`src/rtl/ks_pipe_adder.sv`:
```
`default_nettype none
// ============================================================================
// Module   : ks_pipe_adder
// Brief    : Pipelined Kogge-Stone adder/subtractor, one prefix level per stage,
//            valid/ready handshake with whole-pipe stall, cout/ovf/zero flags.
// Revision : 1.0 - initial release
// ============================================================================
module ks_pipe_adder #(
    parameter int WIDTH = 32,
    parameter int LL    = 5
) (
    input  logic             clk,
    input  logic             rst,
    input  logic             in_valid,
    output logic             in_ready,
    input  logic [WIDTH-1:0] a,
    input  logic [WIDTH-1:0] b,
    input  logic             cin,
    input  logic             sub,
    output logic             out_valid,
    input  logic             out_ready,
    output logic [WIDTH-1:0] sum,
    output logic             cout,
    output logic             ovf,
    output logic             zero
);

    localparam int c_msb = WIDTH - 1;

    if (WIDTH < 2 || (1 << LL) < WIDTH) begin : g_param_chk
        $error("ks_pipe_adder: need WIDTH >= 2 and 2**LL >= WIDTH");
    end

    logic             w_advance;
    logic [WIDTH-1:0] w_beff;
    logic [WIDTH-1:0] w_p0s;
    logic [WIDTH-1:0] w_g0;
    logic             w_c0;
    logic [WIDTH-1:0] w_gn [1:LL];
    logic [WIDTH-1:0] w_pn [1:LL];
    logic [WIDTH-1:0] w_sum;
    logic             w_ovf;

    logic [LL:0]      r_v;
    logic [LL:0]      r_c0;
    logic [LL:0]      r_amsb;
    logic [LL:0]      r_bmsb;
    logic [WIDTH-1:0] r_g  [0:LL];
    logic [WIDTH-1:0] r_p  [0:LL-1];
    logic [WIDTH-1:0] r_p0 [0:LL];

    logic             r_out_valid;
    logic [WIDTH-1:0] r_sum;
    logic             r_cout;
    logic             r_ovf;
    logic             r_zero;

    assign w_advance = !r_out_valid || out_ready;
    assign in_ready  = w_advance;

    // Carry-in enters as a generate at bit -1, folded into G[0].
    always_comb begin
        w_beff   = sub ? ~b : b;
        w_c0     = sub | cin;
        w_p0s    = a ^ w_beff;
        w_g0     = a & w_beff;
        w_g0[0]  = w_g0[0] | (w_p0s[0] & w_c0);
    end

    always_comb begin
        for (int i = 1; i <= LL; i++) begin
            w_gn[i] = r_g[i-1];
            w_pn[i] = (i < LL) ? r_p[i-1] : '0;
            for (int j = (1 << (i-1)); j < WIDTH; j++) begin
                w_gn[i][j] = r_g[i-1][j] | (r_p[i-1][j] & r_g[i-1][j - (1 << (i-1))]);
            end
        end
        for (int i = 1; i < LL; i++) begin
            for (int j = (1 << (i-1)); j < WIDTH; j++) begin
                w_pn[i][j] = r_p[i-1][j] & r_p[i-1][j - (1 << (i-1))];
            end
        end
    end

    always_comb begin
        w_sum = r_p0[LL] ^ {r_g[LL][WIDTH-2:0], r_c0[LL]};
        w_ovf = (r_amsb[LL] == r_bmsb[LL]) && (w_sum[c_msb] != r_amsb[LL]);
    end

    // Every register, including empty stages, moves only on advance.
    always_ff @(posedge clk or posedge rst) begin
        if (rst) begin
            r_v         <= '0;
            r_c0        <= '0;
            r_amsb      <= '0;
            r_bmsb      <= '0;
            for (int i = 0; i <= LL; i++) begin
                r_g[i]  <= '0;
                r_p0[i] <= '0;
            end
            for (int i = 0; i < LL; i++) begin
                r_p[i]  <= '0;
            end
            r_out_valid <= 1'b0;
            r_sum       <= '0;
            r_cout      <= 1'b0;
            r_ovf       <= 1'b0;
            r_zero      <= 1'b0;
        end else if (w_advance) begin
            r_v     <= {r_v[LL-1:0], in_valid};
            r_c0    <= {r_c0[LL-1:0], w_c0};
            r_amsb  <= {r_amsb[LL-1:0], a[c_msb]};
            r_bmsb  <= {r_bmsb[LL-1:0], w_beff[c_msb]};
            r_g[0]  <= w_g0;
            r_p[0]  <= w_p0s;
            r_p0[0] <= w_p0s;
            for (int i = 1; i <= LL; i++) begin
                r_g[i]  <= w_gn[i];
                r_p0[i] <= r_p0[i-1];
            end
            for (int i = 1; i < LL; i++) begin
                r_p[i]  <= w_pn[i];
            end
            r_out_valid <= r_v[LL];
            r_sum       <= w_sum;
            r_cout      <= r_g[LL][c_msb];
            r_ovf       <= w_ovf;
            r_zero      <= (w_sum == '0);
        end
    end

    assign out_valid = r_out_valid;
    assign sum       = r_sum;
    assign cout      = r_cout;
    assign ovf       = r_ovf;
    assign zero      = r_zero;

endmodule
`default_nettype wire

```
`config.mk`:
```
export PLATFORM = sky130hd
export DESIGN_NAME = ks_pipe_adder
export DESIGN_NICKNAME = d
export VERILOG_FILES = /design/src/rtl/ks_pipe_adder.sv
export SDC_FILE = /design/constraint.sdc
export NUM_CORES = 1
export LEC_CHECK = 0
export CAP_MARGIN = 25
export CORE_UTILIZATION = 45
export CTS_CLUSTER_SIZE = 12
export DETAILED_ROUTE_END_ITERATION = 12
export GPL_TIMING_DRIVEN = 0
export REMOVE_ABC_BUFFERS = 1
export SLEW_MARGIN = 10
export SYNTH_ARGS = -nofsm -noshare
export SYNTH_HDL_FRONTEND = slang
export SYNTH_SLANG_ARGS = --single-unit
```
`constraint.sdc`:
```
create_clock -name clk -period 30.7 [get_ports clk]
set_input_delay 9.21 -clock clk [delete_from_list [all_inputs] [get_ports clk]]
set_output_delay 9.21 -clock clk [all_outputs]
set_load 0.05 [all_outputs]
```
### Yosys cells after proc, flatten, opt, wreduce, memory -nomap -nowiden

Cells that the tools add are included.
W data, S select, Z words.

* eq/ne operators: 2
* mux-type cells: 1
* bitwise operators: 378
* reductions and logical operators: 4

Operators by type and width (count)
* $and A1 B1 Y1: 243
* $or A1 B1 Y1: 131
* $xor A32 B32 Y32: 2
* $and A32 B32 Y32: 1
* $logic_not A32 Y1: 1
* $mux W32: 1
* $not A32 Y32: 1
* $eq A1 B1 Y1: 1
* $logic_and A1 B1 Y1: 1
* $logic_not A1 Y1: 1
* $logic_or A1 B1 Y1: 1
* $ne A1 B1 Y1: 1

* register bits after elaboration: 572
* word-level logic and storage cells: 410

### Depth between registers and ports, before layout

Gate-level depths: netlist of run 1.

* word-level depth: 5
* depth in mapped cells: 8
* depth with buffers taken out: 5

### Worst setup path after synthesis of run 1

No wires, ideal clock.

* kind: in2out
* start point: input out_ready
* end point: output in_ready
* arrival time: 10.012 ns
* required time: 21.490 ns
* path slack: 11.478 ns
* cell stages on the path: 6
* path through: nor2b_4 > buf_6 > buf_6 > inv_2 > buf_4 > buf_2

* longest elaborated chain between the ends: 1

RTL lines
* from (decl): line 21 `input logic out_ready,`
* $logic_or A1 B1 Y1: line 58 `assign w_advance = !r_out_valid || out_ready;`
* to (decl): line 15 `output logic in_ready,`

No other way between the ends.

### Worst setup path after layout of run 1

Ends and elaborated chain as after synthesis.

==> results of run 1 <==
==> cells by family (layout without fill, tap and decap cells) <==
| group | after synthesis | count (layout) | share of synthesized area, % |
|---|---|---|---|
| xor gates and xnor gates | 64 | 64 | 2.57 |
| DFF | 542 | 542 | 62.3 |
| buffers and inverters | 127 | 232 | 3.23 |
| AOI/OAI and AO/OA | 294 | 294 | 6.80 |
| and+or+nand+nor | 1309 | 1309 | 23.3 |
| adders and majority gates | 32 | 32 | 1.84 |
==> critical path, stage by stage <==
cell	delay, ns
clkdlybuf4s50_1	0.44
nor2b_4	0.52
buf_12	0.27
buf_12	0.22
buf_12	0.22
buf_12	0.22
inv_8	0.14
clkdlybuf4s50_1	0.75
==> cell type report <==
| class | instances | area share, % |
|---|---|---|
| clock inverters | 7 | 0.336 |
| inverters | 3 | 0.104 |
| flip-flops and latches | 542 | 53.6 |
| repair buffers | 132 | 6.58 |
| clock buffers | 90 | 6.68 |
| multi-input cells | 1699 | 29.7 |
| well taps | 615 | 3.04 |
==> through the flow <==
stage / TNS [ns] / cell area (sq um)
floorplan: -2.80 / 21100
global placement: -3007.30 / 22900
detailed placement: 0 / 23500
CTS: 0 / 25300
global route: 0 / 25300
finish: 0 / 25300
==> power by group <==
part	switching, mW	total, mW	internal (mW)	leakage (nW)
clock	0.269	0.658	0.389	0.873
combinational	0.434	0.695	0.261	4.90
sequential	0.225	1.22	0.999	6.87
total	0.928	2.58	1.65	12.6
==> metal layers <==
layer,wire [um],global-route usage [%],up-vias
met5,0,0,-
met4,796,5.15,0
met3,1450,2.58,57
met2,21200,30.2,182
met1,22100,27.8,7353
li1,-,-,7684
==> placed cells by master, fill, tap and decap left out <==
cell / instances
a21oi_1: 160
a31oi_1: 2
a32o_1: 1
buf_12: 14
buf_16: 12
buf_2: 1
bufinv_16: 2
clkbuf_1: 19
clkbuf_16: 57
clkbuf_8: 14
clkdlybuf4s50_1: 105
clkinv_2: 5
dfrtp_1: 542
ha_1: 32
inv_1: 1
inv_8: 2
nand2_1: 1157
nand2b_1: 1
nand3_1: 100
nand4_1: 7
nor2_1: 39
nor2b_4: 1
nor3_1: 2
nor4_1: 1
o21a_1: 1
o21ai_0: 130
or3_1: 1
xnor2_1: 32
xor2_1: 32
==> state kept, by name (all words and copies together) (netlist names) <==
| signal | flops |
|---|---|
| cout | 1 |
| out_valid | 1 |
| ovf | 1 |
| r_amsb | 6 |
| r_bmsb | 6 |
| r_c0 | 6 |
| r_g | 192 |
| r_p | 102 |
| r_p0 | 188 |
| r_v | 6 |
| sum | 32 |
| zero | 1 |
==> cells in the mapped netlist <==
cell type     n  share of area (%)
buf_4        23               0.79
inv_1         2              0.034
nor3_1        2              0.046
or3_1         1              0.029
o21a_1        1              0.034
nor2_1       39               0.67
buf_6         5               0.26
nor2b_4       1              0.063
buf_2        83                1.9
xnor2_1      32                1.3
inv_2         1              0.017
a31oi_1       2              0.057
clkbuf_1     13               0.22
dfrtp_1     542                 62
xor2_1       32                1.3
nand4_1       7               0.20
nand3_1     100                2.3
ha_1         32                1.8
nor4_1        1              0.029
o21ai_0     130                3.0
a21oi_1     160                3.7
a32o_1        1              0.046
nand2_1    1157                 20
nand2b_1      1              0.029
==> worst max path at each step <==
stage	end	depth (start not counted)	slack (ns)	from
global placement	in_ready	4	-16.79	out_ready
global route	in_ready	8	9.25	out_ready
detailed placement	in_ready	8	9.43	out_ready
CTS	in_ready	8	9.42	out_ready
floorplan	in_ready	2	-2.80	out_ready
finish	in_ready	8	9.43	out_ready
==> results by group, run 1 <==
Global route
  – GRT Residual Overflow: 0
  – Initial antenna violation count: 0
  – Largest net degree at the start of global routing: 150
  – First-pass GRT wire length: 77.1 mm
  – GRT Util Overall: 19.1%
  – Number of global-route vias before repair: 14,941

STA
  – Post-layout min period: 21.27 ns
  – Max Slew Vio Count: 0
  – Max Fclk: 0.0470 GHz
  – Final worst slack: 9.43 ns
  – Worst Max-Slew Pin Slew: 0.662 ns
  – Period Utilization, post-route: 69.3%
  – # setup viols final: 0
  – Clk_skew: 0.0230 ns
  – Unrepaired setup endpoints after global routing: no
  – WHS: 0.463 ns
  – Final Hold Viols: 0
  – Relative max-transition margin: 55.9%

Setup path
  – Crit start category: primary input
  – Reg-to-reg endpoint: zero$_DFFE_PP0P_
  – Reg2Reg Setup Slack: 26.92 ns
  – Crit end category: output pin
  – Crit path kind: in -> out
  – CP Data Arrival Time: 12.06 ns
  – CP required: 21.49 ns
  – R2r worst-path depth: 12
  – Peak fanout along the critical path: 57
  – FF-to-FF Start: out_valid$_DFFE_PP0P_

Place
  – I/O Buffers: 106
  – Gp weighted congestion: 0.750
  – Pre-CTS setup slack: 9.43 ns
  – DP Cell Count: 2,991
  – Post-DP HPWL: 30.5 mm

Layout
  – Area of the multi-input gates: 7520 sq um
  – Reg area: 13,600 sq um
  – FILL cells: 4,425
  – Layout Cells excl Fill: 3,088
  – # nets final: 2,536
  – Layout cells sized above 1: 4.37%
  – Layout area overhead: 16.2%
  – Antenna diode count: 0
  – Final Util: 53.0%

Clocking
  – Total clock sinks: 542
  – Root Buffer: clkbuf_16
  – Post-cts hold buffer count: 0
  – Clock buffer depth: 3
  – Clock slew at reported path FFs: 0.06 ns
  – Cts repair resizes: 0
  – Clock latency at the later pin of the worst-skew pair: 0.60 ns
  – Cts bufs inserted: 56
  – Postcts setup bufs: 0
  – H-tree Lvls: 2
  – CTS tree: done

Hold path
  – Worst Hold Class: reg -> reg
  – Min-Delay Path Depth: 2
  – Min-delay src: r_p0[144]$_DFFE_PP0P_
  – Min-Delay Endpoint: r_p0[144]$_DFFE_PP0P_

Power and ir drop
  – Power Density: 102 nW/um^2
  – Leak Pwr: 12.6 nW
  – Worst VDD drop: 48.9 uV
  – Overall power: 2.58 mW

Route
  – DR pass1 iterations: 4
  – Drt total wl: 45.5 mm
  – Drt drc: 0
  – WL per Instance: 14.7 um
  – Vias/cell: 4.95
  – Initial DRC Count: 1,022
  – Via count: 15,276
  – Final ANT Viol Nets: 0

Synth
  – Post-Synthesis Cells: 2,368
  – Synthesized cell area: 21,800 sq um
  – Number of distinct library cells after synthesis: 24
  – Sequential fraction of the synthesis area: 62.3%
  – Avg Cell Area, Syn: 9.20 sq um
  – YS warnings: 0
  – #FFs+latches synth: 542

Outcome
  – Status: complete, no violations

Flow run
  – Max-cap violations: 0

Die
  – CORE AREA: 47,700 sq um
  – Top Ports: 107
  – Full die area: 49,300 sq um
  – Row cnt: 80
  – Initial Util: 45.6%
  – Die H: 222 um
  – Die width: 222 um
Power figures use the tool's default switching activity.
==> inputs of run 2 (changes only) <==
clock period = 21.9 ns   (was 30.7 ns; I/O delays follow)
==> results of run 2 <==
The final DEF is identical to that of run 1. Status: complete, no violations.
Main changes from that run: setup slack after placement 9.43 ns -> 5.91 ns; setup slack after layout 9.43 ns -> 5.91 ns; register-to-register setup slack 26.92 ns -> 18.12 ns; total power 2.58 mW -> 3.61 mW; worst IR drop on VDD 48.9 uV -> 68.6 uV
==> inputs of run 3 (changes only) <==
clock period = 15.9 ns   (was 21.9 ns; I/O delays follow)
==> results of run 3 <==
The final DEF is identical to that of run 1. Status: complete, no violations.
Main changes from that run: setup slack after placement 9.43 ns -> 3.51 ns; setup slack after layout 9.43 ns -> 3.51 ns; register-to-register setup slack 26.92 ns -> 12.12 ns; total power 2.58 mW -> 4.98 mW; worst IR drop on VDD 48.9 uV -> 94.5 uV
